File: src/rtl/rv_demux2_64.sv
// Registered 1-to-2 demultiplexer for 64-bit words with valid/ready on every side.
// Each output owns a DEPTH-entry FIFO so a stalled consumer only blocks its own channel.
module rv_demux2_64 #(
    parameter  int DEPTH = 2,
    localparam int CW    = $clog2(DEPTH) + 1
) (
    input  logic          clk,
    input  logic          rst_n,
    input  logic [63:0]   inData,
    input  logic          inSel,
    input  logic          inValid,
    output logic          inReady,
    output logic [63:0]   outA,
    output logic          outAValid,
    input  logic          outAReady,
    output logic [63:0]   outB,
    output logic          outBValid,
    input  logic          outBReady,
    output logic [CW-1:0] cntA,
    output logic [CW-1:0] cntB
);

    localparam int            PW   = $clog2(DEPTH);
    localparam logic [CW-1:0] FULL = CW'(DEPTH);

    logic [63:0]   memA_q [DEPTH];
    logic [63:0]   memB_q [DEPTH];
    logic [PW-1:0] headA_q, headA_d, tailA_q, tailA_d;
    logic [PW-1:0] headB_q, headB_d, tailB_q, tailB_d;
    logic [CW-1:0] cntA_q, cntA_d, cntB_q, cntB_d;
    logic          pushA, pushB, popA, popB;

    // Input readiness looks only at registered counts, never at the output readies.
    assign inReady   = inSel ? (cntB_q != FULL) : (cntA_q != FULL);
    assign pushA     = inValid & inReady & ~inSel;
    assign pushB     = inValid & inReady & inSel;

    assign outAValid = (cntA_q != '0);
    assign outBValid = (cntB_q != '0);
    assign popA      = outAValid & outAReady;
    assign popB      = outBValid & outBReady;

    assign outA      = outAValid ? memA_q[headA_q] : 64'd0;
    assign outB      = outBValid ? memB_q[headB_q] : 64'd0;
    assign cntA      = cntA_q;
    assign cntB      = cntB_q;

    always_comb begin
        headA_d = headA_q;
        tailA_d = tailA_q;
        cntA_d  = cntA_q;
        headB_d = headB_q;
        tailB_d = tailB_q;
        cntB_d  = cntB_q;

        if (popA)  headA_d = headA_q + PW'(1);
        if (pushA) tailA_d = tailA_q + PW'(1);
        if (popB)  headB_d = headB_q + PW'(1);
        if (pushB) tailB_d = tailB_q + PW'(1);

        // A simultaneous push and pop leaves the occupancy unchanged.
        case ({pushA, popA})
            2'b10:   cntA_d = cntA_q + CW'(1);
            2'b01:   cntA_d = cntA_q - CW'(1);
            default: cntA_d = cntA_q;
        endcase
        case ({pushB, popB})
            2'b10:   cntB_d = cntB_q + CW'(1);
            2'b01:   cntB_d = cntB_q - CW'(1);
            default: cntB_d = cntB_q;
        endcase
    end

    always_ff @(posedge clk or negedge rst_n) begin
        if (!rst_n) begin
            headA_q <= '0;
            tailA_q <= '0;
            cntA_q  <= '0;
            headB_q <= '0;
            tailB_q <= '0;
            cntB_q  <= '0;
        end else begin
            headA_q <= headA_d;
            tailA_q <= tailA_d;
            cntA_q  <= cntA_d;
            headB_q <= headB_d;
            tailB_q <= tailB_d;
            cntB_q  <= cntB_d;
        end
    end

    // Storage carries no reset; validity is tracked purely by the counts.
    always_ff @(posedge clk) begin
        if (pushA) memA_q[tailA_q] <= inData;
        if (pushB) memB_q[tailB_q] <= inData;
    end

endmodule

File: config.mk
export PLATFORM = sky130hd
export DESIGN_NAME = rv_demux2_64
export DESIGN_NICKNAME = d
export VERILOG_FILES = /design/src/rtl/rv_demux2_64.sv
export SDC_FILE = /design/constraint.sdc
export NUM_CORES = 1
export LEC_CHECK = 0
export ABC_AREA = 1
export ABC_CLOCK_PERIOD_IN_PS = 3900
export BUFFER_PORTS_ARGS = -buffer_cell sky130_fd_sc_hd__buf_2
export CAP_MARGIN = 5
export CORE_ASPECT_RATIO = 0.8
export CORE_UTILIZATION = 49
export DETAILED_ROUTE_END_ITERATION = 8
export GPL_TIMING_DRIVEN = 0
export HOLD_SLACK_MARGIN = 0.02
export PLACE_DENSITY_LB_ADDON = 0.08
export SYNTH_ARGS = -nofsm -noshare
export SYNTH_HDL_FRONTEND = slang
export SYNTH_SLANG_ARGS = --single-unit
File: constraint.sdc
create_clock -name clk -period 3.9 [get_ports clk]
set_input_delay 0.78 -clock clk [delete_from_list [all_inputs] [get_ports clk]]
set_output_delay 0.78 -clock clk [all_outputs]
set_load 0.005 [all_outputs]
==> summary.md <==
| Metric | Value |
|---|---|
| Status | `finished clean` |
| Worst reg2reg path startpoint | `cntA[0]` |
| Area Overhead vs Synth | `23.1%` |
| WS Path Type | `reg2out` |
| Layout cell share with drive strength beyond 1 | `0.337` |
| Setup tns final | `0 ns` |
| Post-Syn Area | `10200 sq um` |
| CP delay by family, top | `buffers and inverters` |
| Levels on crit path | `5` |
| Fillers | `~1500` |
| Final setup viols | `0` |
| Largest net degree at the start of global routing | `40` |
| CTS Buffer Depth | `3` |
| Most frequent cells in the layout | `nand2_1 (260), edfxtp_1 (256), buf_2 (220)` |
| Unrepaired setup endpoints after global routing | `no` |
| Hold slack | `0.0980 ns` |
| H-tree depth | `1` |
| Setup crit end kind | `output pin` |
| Nets | `1043` |
| Crit path capture | `outB[7]` |
| Die height | `131 um` |
| Average size of a mapped cell | `13.9 sq um` |
| Clock Sinks | `264` |
| Global Route Usage Sum | `0.213` |
| Yosys cell types | `19` |
| Slew margin rel. | `0.385` |
| Clk_lat worst skew | `0.52 ns` |
| WL per Instance | `about 18 um` |
| Core area | `20100 sq um` |
| Type of origin of the critical path | `flip-flop` |
| Antenna viol nets, final | `0` |
| Detailed-route DRC error count | `0` |
| Post-CTS resize count | `0` |
| Antenna violations before repair | `1` |
| Gp weighted congestion | `0.711` |
| Worst hold path class | `in2async` |
| Worst r2r path cells | `5` |
| Met3 wire len | `1680 um` |
| Site Rows | `46` |
| Reg2reg setup slack | `1.71 ns` |
| Arrival @ worst endpoint | `1.87 ns` |
| Postcts setup bufs | `0` |
| Global-route wire length before repair | `about 34000 um` |
| I/O Pins | `205` |
| Main combinational cell family by area after synthesis | `simple AND/OR/NAND/NOR gates` |
| Die area | `21400 sq um` |
| Final period util | `0.680` |
| DRT iter0 DRCs | `433` |
| Die Span X | `163 um` |
| Top Metal Used | `met4` |
| Post-Syn Nets | `804` |
| Static leakage | `slightly below 0.005 uW` |
| CP Launch Point | `headB_q` |
| Crit path required time | `between 3 and 4 ns` |
| Power per Cell Area | `~760 nW/um^2` |
| Grt ovf | `0` |
| Metal2 WL | `around 10000 um` |
| CTS buffer count | `26` |
| Root buffer cell | `clkbuf_16` |
| Synth Area in Adders | `0.00246` |
| Cells after synthesis | `732` |
| Yosys warns | `0` |
| Post-CTS Hold Buffers | `0` |
| DRT Wirelength | `22900 um` |
| Clock tree from TritonCTS | `yes` |
| Initial Util | `0.507` |
| Reg clk slew, reported paths | `0.06 ns` |
| Post-route clock skew | `around 0.0072 ns` |
| Post-synthesis mux area share | `0` |
| Crit-path max FO | `10` |
| Dpl hpwl | `between 10000 and 15000 um` |
| Pre-Repair DR Iteration Count | `5` |
| Post-synthesis simple-gate area fraction | `0.102` |
| Synth Area in XOR/XNOR | `0.00602` |
| Hold Vio Cnt, Final | `0` |
| Max_cap viols | `0` |
| Compound-gate portion of the synthesized area | `0.0794` |
| Port Buffers | `204` |
| CP cell instances | `inv_2, buf_2, nand2_1, a21oi_1, buf_2` |
| Vias in the first global route | `5783` |
| Critical path buffers and inverters | `3` |
| Slew Limit Fails | `0` |
| Worst path most repeated cell | `buf_2` |
| Slew @ Worst Pin | `0.920 ns` |
| Maximum vdd drop | `0.348 mV` |
| Register area share after synthesis | `0.775` |
| CP max stage cell | `dfrtp_1` |
| Via count | `6237` |
| Vias per inst | `4.97` |
| Slowest Stage Delay on Critical Path | `0.40 ns` |
| Min Tclk post-route | `2.65 ns` |
| Reg-to-reg endpoint | `memA_q[1][12]` |
| Metal1 wirelength | `10600 um` |
| Fmax achieved | `377 MHz` |
| FF+latch count, synth | `about 260` |
| Most common cell after layout, fill and taps aside | `nand2_1` |
where the power goes:
part	total (uW)	switching, uW	internal (uW)
clock network	2390	992	1400
registers	3630	111	3520
logic	3450	2130	1320
total	9470	3230	6230
worst register-to-register path, stage by stage, from the launching register on:
cell	delay, ns
dfrtp_1	0.49
inv_1	0.07
nand2_1	0.09
nand4_2	0.20
nor2_4	0.72
buf_12	0.30
layout make-up:
type / instances / area, sq um / share of cell area
Multi-Input combinational cell: 412 / 1950 / 0.156
Clock buffer: 34 / 702 / 0.0560
Clock inverter: 13 / 113 / 0.00898
Tap cell: 264 / 330 / 0.0263
Buffer: 40 / 305 / 0.0243
Inverter: 16 / 62.6 / 0.00499
Antenna cell: 1 / 2.50 / 0.000200
Timing Repair Buffer: 211 / 1180 / 0.0944
Sequential cell: 264 / 7890 / 0.629
cells in the mapped netlist:
| cell type | number | area [sq um] |
|---|---|---|
| buf_6 | 12 | 135 |
| nand3_1 | 1 | 5.00 |
| nor2_1 | 5 | 18.8 |
| nand3_2 | 1 | 10.0 |
| nor2_2 | 2 | 12.5 |
| xor2_1 | 5 | 43.8 |
| inv_2 | 2 | 7.51 |
| edfxtp_1 | 256 | 7690 |
| buf_4 | 12 | 90.1 |
| nand2_1 | 260 | 976 |
| a21oi_2 | 38 | 333 |
| o21ai_0 | 3 | 15.0 |
| ha_1 | 2 | 25.0 |
| buf_2 | 16 | 80.1 |
| xnor2_1 | 2 | 17.5 |
| nand4_2 | 1 | 12.5 |
| inv_1 | 14 | 52.6 |
| a21oi_1 | 92 | 460 |
| dfrtp_1 | 8 | 200 |
per-layer routing:
metal  GRT usage  vias to the layer above
met1       0.320                     2951
li1            -                     3056
met5           0                        -
met4      0.0489                        0
met2       0.320                      206
met3      0.0461                       24
through the flow:
| stage | instance area (sq um) | util | cells | power, uW | setup slack [ns] |
|---|---|---|---|---|---|
| 2_1_floorplan | 10200 | - | 732 | 5570 | -0.301 |
| 3_3_place_gp | 11500 | 0.574 | 1200 | 7140 | -2.73 |
| 3_5_place_dp | 11700 | 0.584 | 1207 | 7200 | 1.25 |
| 4_1_cts | 12500 | 0.624 | 1254 | 9580 | 1.19 |
| 5_1_grt | 12500 | 0.624 | 1254 | 10000 | 1.10 |
| 6_report | 12500 | 0.624 | 1255 | 9470 | 1.25 |
kinds of logic after synthesis:
| logic type | Yosys count |
|---|---|
| buf+inv | 56 |
| compound gates | 133 |
| flops | 264 |
| simple gates | 270 |
| xor+xnor | 7 |
| fa+ha+maj | 2 |
sequential cells by signal (all words and copies together) (netlist names):
register / flops
headA_q: 1
memB_q: 128
tailB_q: 1
tailA_q: 1
cntA: 2
memA_q: 128
headB_q: 1
cntB: 2
worst min path at each step:
stage / from / to / slack, ns / depth (start not counted)
4_1_cts: rst_n / cntA[0] / 0.09 / 1
3_5_place_dp: tailA_q / tailA_q / 0.48 / 2
2_1_floorplan: tailA_q / tailA_q / 0.45 / 2
3_3_place_gp: tailA_q / tailA_q / 0.46 / 2
5_1_grt: rst_n / cntA[0] / 0.1 / 1
6_report: rst_n / cntA[0] / 0.1 / 1
(Power assumes the default switching activity.)
